### src/rtl/index_mif_reader.sv
// Raster-scans the 3-bit index memory and drives 640x480@60 VGA through an 8-entry RGB palette.
// Latency: 2 cycles from counter state to pins; mem_raddr leads the pixel by one cycle for the sync RAM.
// Backpressure: none, free-running pixel pipeline; palette writes accepted every cycle.
module index_mif_reader #(
    parameter int H_VISIBLE = 640,
    parameter int H_FRONT   = 16,
    parameter int H_SYNC    = 96,
    parameter int H_BACK    = 48,
    parameter int V_VISIBLE = 480,
    parameter int V_FRONT   = 10,
    parameter int V_SYNC    = 2,
    parameter int V_BACK    = 33
) (
    input  logic        clock,
    input  logic        reset,
    output logic [18:0] mem_raddr,
    input  logic [2:0]  mem_rdata,
    input  logic        pal_we,
    input  logic [2:0]  pal_idx,
    input  logic [23:0] pal_data,
    output logic [7:0]  vga_r,
    output logic [7:0]  vga_g,
    output logic [7:0]  vga_b,
    output logic        vga_hs,
    output logic        vga_vs,
    output logic        vga_blank_n,
    output logic        frame_start,
    output logic        in_vblank
);

    localparam logic [9:0]  H_VIS    = 10'(H_VISIBLE);
    localparam logic [9:0]  H_SB     = 10'(H_VISIBLE + H_FRONT);
    localparam logic [9:0]  H_SE     = 10'(H_VISIBLE + H_FRONT + H_SYNC);
    localparam logic [9:0]  H_LAST   = 10'(H_VISIBLE + H_FRONT + H_SYNC + H_BACK - 1);
    localparam logic [9:0]  V_VIS    = 10'(V_VISIBLE);
    localparam logic [9:0]  V_SB     = 10'(V_VISIBLE + V_FRONT);
    localparam logic [9:0]  V_SE     = 10'(V_VISIBLE + V_FRONT + V_SYNC);
    localparam logic [9:0]  V_LAST   = 10'(V_VISIBLE + V_FRONT + V_SYNC + V_BACK - 1);
    localparam logic [18:0] PIX_LAST = 19'(H_VISIBLE * V_VISIBLE - 1);

    localparam logic [23:0] PAL_DEFAULT [8] = '{
        24'h000000, 24'hFFFFFF, 24'h00FF00, 24'hFF0000,
        24'h0000FF, 24'hFFFF00, 24'h00FFFF, 24'hFF00FF
    };

    logic        running;
    logic [9:0]  h_count;
    logic [9:0]  v_count;
    logic        vis0;
    logic        hs0;
    logic        vs0;
    logic [18:0] pix_addr;
    logic        vis1;
    logic        hs1;
    logic        vs1;
    logic [23:0] pal [8];
    logic [23:0] rgb_q;
    logic        hs_q;
    logic        vs_q;
    logic        blank_n_q;

    // Holds the counters at (0,0) for the first edge after release so that
    // edge starts pixel (0,0) instead of stepping past it.
    always_ff @(posedge clock or negedge reset) begin
        if (!reset) begin
            running <= 1'b0;
        end else begin
            running <= 1'b1;
        end
    end

    always_ff @(posedge clock or negedge reset) begin
        if (!reset) begin
            h_count <= '0;
            v_count <= '0;
        end else if (running) begin
            if (h_count == H_LAST) begin
                h_count <= '0;
                v_count <= (v_count == V_LAST) ? '0 : v_count + 10'd1;
            end else begin
                h_count <= h_count + 10'd1;
            end
        end
    end

    always_comb begin
        vis0 = running && (h_count < H_VIS) && (v_count < V_VIS);
        hs0  = !((h_count >= H_SB) && (h_count < H_SE));
        vs0  = !((v_count >= V_SB) && (v_count < V_SE));
    end

    assign frame_start = running && (h_count == '0) && (v_count == '0);
    assign in_vblank   = (v_count >= V_VIS);

    // Advancing only on visible pixels leaves the next pixel's address
    // already on the bus during blanking, hiding the RAM's read latency.
    always_ff @(posedge clock or negedge reset) begin
        if (!reset) begin
            pix_addr <= '0;
        end else if (vis0) begin
            pix_addr <= (pix_addr == PIX_LAST) ? '0 : pix_addr + 19'd1;
        end
    end

    assign mem_raddr = pix_addr;

    always_ff @(posedge clock or negedge reset) begin
        if (!reset) begin
            vis1 <= 1'b0;
            hs1  <= 1'b1;
            vs1  <= 1'b1;
        end else begin
            vis1 <= vis0;
            hs1  <= hs0;
            vs1  <= vs0;
        end
    end

    always_ff @(posedge clock or negedge reset) begin
        if (!reset) begin
            for (int i = 0; i < 8; i++) begin
                pal[i] <= PAL_DEFAULT[i];
            end
        end else if (pal_we) begin
            pal[pal_idx] <= pal_data;
        end
    end

    // Lookup reads the pre-edge palette, so a same-cycle write shows up one pixel later.
    always_ff @(posedge clock or negedge reset) begin
        if (!reset) begin
            rgb_q     <= '0;
            hs_q      <= 1'b1;
            vs_q      <= 1'b1;
            blank_n_q <= 1'b0;
        end else begin
            rgb_q     <= vis1 ? pal[mem_rdata] : '0;
            hs_q      <= hs1;
            vs_q      <= vs1;
            blank_n_q <= vis1;
        end
    end

    assign vga_r       = rgb_q[23:16];
    assign vga_g       = rgb_q[15:8];
    assign vga_b       = rgb_q[7:0];
    assign vga_hs      = hs_q;
    assign vga_vs      = vs_q;
    assign vga_blank_n = blank_n_q;

endmodule

### config.mk
export PLATFORM = sky130hd
export DESIGN_NAME = index_mif_reader
export DESIGN_NICKNAME = d
export VERILOG_FILES = /design/src/rtl/index_mif_reader.sv
export SDC_FILE = /design/constraint.sdc
export NUM_CORES = 1
export LEC_CHECK = 0
export BUFFER_PORTS_ARGS = -buffer_cell sky130_fd_sc_hd__clkbuf_2
export CORE_MARGIN = 3
export CORE_UTILIZATION = 30
export DETAILED_ROUTE_END_ITERATION = 8
export PLACE_DENSITY_LB_ADDON = 0.25
export SYNTH_ARGS = -nofsm -noshare
export SYNTH_HDL_FRONTEND = slang
export SYNTH_SLANG_ARGS = --single-unit
### constraint.sdc
create_clock -name clock -period 1.7 [get_ports clock]
set_input_delay 0.34 -clock clock [delete_from_list [all_inputs] [get_ports clock]]
set_output_delay 0.34 -clock clock [all_outputs]
set_load 0.005 [all_outputs]
After elaboration in Yosys (flattened, before gate mapping)
Cells that the tools add are included.

storage, ports and cells
  logic and storage cells = 59
  output and inout port bits = 48
  register bits after elaboration = 262

operators by class
  magnitude comparators = 10
  bitwise gates (word level) = 2
  equality and inequality tests = 3
  reductions and logical operators = 12
  add/sub/neg operators = 3
  muxes and demuxes = 10

operators by type and width
  operator               count
  $bwmux 192             1
  $mux 24                4
  $bmux 24 s3            1
  $demux 24 s3           1
  $add 10x1->10 const B  2
  $eq 10x10->1 const B   2
  $ge 10x9->1 const B    2
  $logic_not 10->1       2
  $lt 10x10->1 const B   2
  $lt 10x9->1 const B    2
  $mux 10                2
  $add 19x1->19 const B  1
  $eq 19x19->1 const B   1
  $mux 19                1
  $ge 10x10->1 const B   1
  $ge 4x4->1 const B     2
  $not 3->4              2
  $logic_and 1x1->1      7
  $lt 4x1->1 const B     1
  $logic_not 1->1        2
  $reduce_and 2->1       1

Logic depth before layout (Yosys ltp)
  depth after elaboration = 6
  depth in mapped cells = 7
  depth with buffers taken out = 6

Least setup slack after synthesis
No wires, ideal clock.

  path type = input -> register
  from = in pal_idx[2]
  to = reg pal[123] (netlist name)
  slack = -0.022 ns
  path buffers = 2
  data required time = 1.575 ns
  cell stages on the path = 5
  arrival time = 1.598 ns
  setup time = 0.125 ns
  path through = clkbuf_1 nand2b_1 nor3b_2 buf_2 mux2_2

on the way
  longest elaborated chain between the ends = 6

ends and longest elaborated chain
  what                                                            line  text
  start: declaration                                              19    input logic [2:0] pal_idx,
  $not 3->4 (not written as such) *                               125   pal[pal_idx] <= pal_data;
  $ge 4x4->1 (not written as such) or $lt 4x1->1 (tied branches)  125
  $logic_and 1x1->1 (not written as such)                         125
  $mux 24 (not written as such)                                   125
  $demux 24 s3 *                                                  125
  $bwmux 192 *                                                    125
  end signal: indexed assignment                                  122   pal[i] <= PAL_DEFAULT[i];
  end signal: indexed assignment                                  125
  end: declaration                                                56    logic [23:0] pal [8];

Mark *: on every way between the ends. The rest lies on a longest branch, timed or not.
A chain may end at the register's enable or synchronous reset.

Final worst setup path
  from = reg v_count[7]
  to = out frame_start

on the way
  longest elaborated chain between the ends = 2

ends and longest elaborated chain
  what                      line  text
  start: declaration        48    logic [9:0] v_count;
  start signal: assignment  79    v_count <= (v_count == V_LAST) ? '0 : v_count + 10'd1;
  $logic_not 10->1          92    assign frame_start = running && (h_count == '0) && (v_count == '0);
  $logic_and 1x1->1         92
  end: declaration          27    output logic frame_start,

No other way between the ends.

==> results_dict.tcl <==
set metrics [dict create \
    syn_avg_cell_area_um2 14.9 \
    ys_types 50 \
    dr.first_iter.drc_count 274 \
    via_per_inst 4.74 \
    crit_required_ns 1.36 \
    power_frac_seq_pct 47.0 \
    die_area_um2 41700 \
    leakagePower_uw 0.00631 \
    critPathMaxStageDelay_ns 0.40 \
    wl_um 26900 \
    areaGrowthSynthToFinish_pct 26.6 \
    clk_pin_slew_ns 0.06 \
    r2r-start "mem_raddr[17]$_DFFE_PN0P_" \
    clkLatencyLatePin_ns 0.57 \
    period_share_pct 124 \
    holdPathStages 2 \
    slew_headroom_pct 63.4 \
    finalWeightedCongestion 0.771 \
    numClockSinks 262 \
    crit_slowest_cell "dfrtp_1" \
    design.core.area_um2 38200 \
    ant_nets 0 \
    final.setup.worst_slack_ns -0.411 \
    seq_area_frac_synth_pct 56.7 \
    fmax_ghz 0.474 \
    setup_violations 12 \
    die_h_um 204 \
    worstMarginPinSlew_ns 0.549 \
    portBuffers 80 \
    drive_gt1_share_pct 62.4 \
    utilization_pct 39.0 \
    hpwl_um 16500 \
    syn_nets 831 \
    via_count 7089 \
    worstSetupStartpointType "flop" \
    combPwrFrac_pct 17.0 \
    ios 81 \
    clkPwrFrac_pct 36.1 \
    worstPathCellList "buf_6, nor4_4, nand4b_1, nor2_2, buf_2" \
    wl_per_cell_um 18.0 \
    rr_endpoint "mem_raddr[15]$_DFFE_PN0P_" \
    netlist_area_um2 11800 \
    drt_pre_antenna_iters 4 \
    finish.net_count 998 \
    ir_drop_mv 0.792 \
    floorplan.initialDensity_pct 30.8 \
    reg2reg_depth 6 \
    critPathArrivalTime_ns 1.77 \
    intPower_uw 13500 \
    grt_setup_unrepaired "yes" \
    ys.warnings.count 0 \
    syn_inst 792 \
    num_rows 71 \
    grt_pass1_vias 7410 \
    dieWidth_um 204 \
    synth_top_area_share_pct 34.4 \
    synth_flop_cell "dfrtp_1" \
    cp_top_family "simple AND/OR/NAND/NOR gates" \
    holdPathEnd "pal[39]$_DFFE_PN1P_" \
    async_flop_share_pct 100 \
    ys_ff_latch 262 \
    grt_pass1_wl_um 42800 \
    track_usage_pct 13.0 \
    antenna_found_initial 4 \
    critPathCaptureType "output pin" \
    htree_levels 1 \
    cts_buffers 30 \
    grt_remaining_overflow 0 \
    grt_max_degree 62 \
    clk_path_buf_depth 3 \
    min_from "pal_data[15]" \
    swShare_pct 24.9 \
    fillers 3645 \
    final_hold_viol_count 0 \
    failed_checks "setup timing" \
    drc 0 \
    clock-skew-final_ns 0.00834 \
    yosys-top-cells-area "dfrtp_1, dfstp_2, mux2_2" \
    hold_path_class "in -> reg" \
    yosys.area.top_type "dfrtp_1" \
    reg2reg_slack_ns -0.09 \
    power.total_uw 18000 \
    cp.buffers_inverters 2 \
    cts_tree "built" \
    path_max_fanout 2 \
    synth_edf_count 0 \
    antenna_cells 0 \
    cts_root_buf "clkbuf_16" \
    fin_crit_ns 2.11 \
    outcome "finished with violations" \
    drv_slew 0 \
    max_cap_viol_count 0 \
    worst-setup-path-type "reg -> out" \
    power_density_nw_per_um2 1200 \
    p_switching_uw 4470 \
]
## worst max-delay path by stage
stage | slack, ns | from | end | cells after the start
6_report | -0.41 | v_count[7]$_DFFE_PN0P_ | frame_start | 5
2_1_floorplan | 0.001 | pal_idx[2] | pal[171]$_DFFE_PN0P_ | 5
4_1_cts | -0.48 | h_count[7]$_DFFE_PN0P_ | frame_start | 5
5_1_grt | -0.51 | h_count[7]$_DFFE_PN0P_ | frame_start | 5
3_5_place_dp | -0.07 | pal_idx[2] | pal[143]$_DFFE_PN0P_ | 5
3_3_place_gp | -0.04 | pal_idx[2] | pal[124]$_DFFE_PN0P_ | 5
## area by class of cell
cell class	count	area (um^2)	area share (%)
sequential	262	6680	44.8
multi-input combinational	477	5070	34.0
timing repair buffer	179	1470	9.87
clock buffer	40	838	5.62
tap	511	639	4.29
clock inverter	16	168	1.12
inverter	9	41.3	0.277
## flip-flops by register name, summed over array words and instances, names as in the netlist
register	count
h_count	10
hs1	1
mem_raddr	19
pal	192
rgb_q	24
running	1
v_count	10
vga_blank_n	1
vga_hs	1
vga_vs	1
vis1	1
vs1	1
## worst register-to-register path, cell delays in order (launching register included)
cell and delay [ns]:
dfrtp_1 0.38, or4bb_4 0.57, nor4_4 0.24, buf_6 0.20, a22oi_2 0.06, o21ai_1 0.14, o21ai_1 0.08
## Yosys cell counts (2+ instances only)
library cell,number
mux2_2,192
dfrtp_1,162
dfstp_2,100
mux4_2,48
nand2_1,31
mux2i_1,25
nor2b_1,25
buf_2,22
nand3_1,16
o21ai_0,15
clkbuf_1,14
nor2_1,14
xnor2_1,13
o21ai_1,10
inv_1,9
nand4_1,8
and3_1,7
a21oi_1,6
ha_1,6
nor3_1,6
nand4b_1,5
o31ai_1,5
a31oi_1,4
buf_1,4
nand2b_1,4
nor4_1,4
xor2_1,4
and2_1,3
buf_4,3
nor3_2,3
a22oi_1,2
nand3_2,2
nor3b_2,2
o22ai_1,2
## power groups by stage
stage	Combinational [uW]	Sequential [uW]	Clock (uW)
final	3050	8430	6480
after global routing	3350	8590	6950
after CTS	3020	8430	6720
after detailed placement	2990	8520	0
after global placement	2930	8490	0
after floorplan	1990	8370	0
## layout by cell type (no fill, tap or decap), types with 8 or more instances in the layout
master,count
dfrtp_1,162
o21ai_0,9
nand2_1,25
buf_12,22
mux2i_1,25
mux4_2,48
clkbuf_2,77
nand4_1,8
nand3_1,14
nor2_1,12
dfstp_2,100
nor2b_1,25
mux2_2,192
buf_4,68
clkinv_2,9
xnor2_1,13
o21ai_1,13
buf_6,8
clkbuf_16,30
## logic make-up after synthesis
| group | count (synthesis) | share of synthesized area (%) |
|---|---|---|
| muxes | 266 | 29.8 |
| and+or+nand+nor | 140 | 7.13 |
| AOI/OAI and AO/OA | 47 | 2.36 |
| xor gates and xnor gates | 17 | 1.26 |
| other | 1 | 0.0318 |
| adders and majority gates | 6 | 0.637 |
| DFF | 262 | 56.7 |
| buffers and inverters | 53 | 2.08 |
## layer usage
| metal | vias up | track usage (%) | wire (um) |
|---|---|---|---|
| li1 | 3264 | - | - |
| met1 | 3677 | 17.1 | 12000 |
| met2 | 97 | 21.9 | 13200 |
| met3 | 43 | 2.88 | 1080 |
| met4 | 8 | 2.80 | 539 |
| met5 | - | 0 | 57 |
## stage by stage
stage / setup slack (ns) / instances / instance area, um^2 / setup TNS (ns) / hold slack, ns
3_3_place_gp: -0.0418 / 1419 / 13500 / -1.12 / 0.251
4_1_cts: -0.476 / 1485 / 14700 / -0.661 / 0.0779
2_1_floorplan: 0.00109 / 792 / 11800 / 0 / 0.0444
3_5_place_dp: -0.0734 / 1419 / 13500 / -1.91 / 0.252
5_1_grt: -0.507 / 1494 / 14900 / -2.54 / 0.103
6_report: -0.411 / 1494 / 14900 / -1.08 / 0.114
## repair_timing
action	4_1_cts	5_1_grt
gates cloned	0	0
setup buffers	9	9
pin swaps	9	28
setup endpoints to repair	16	24
endpoints found under the hold margin	53	0
hold buffers	1	0
resized for setup	21	43
No activity file was read; power rests on OpenSTA's default activity.
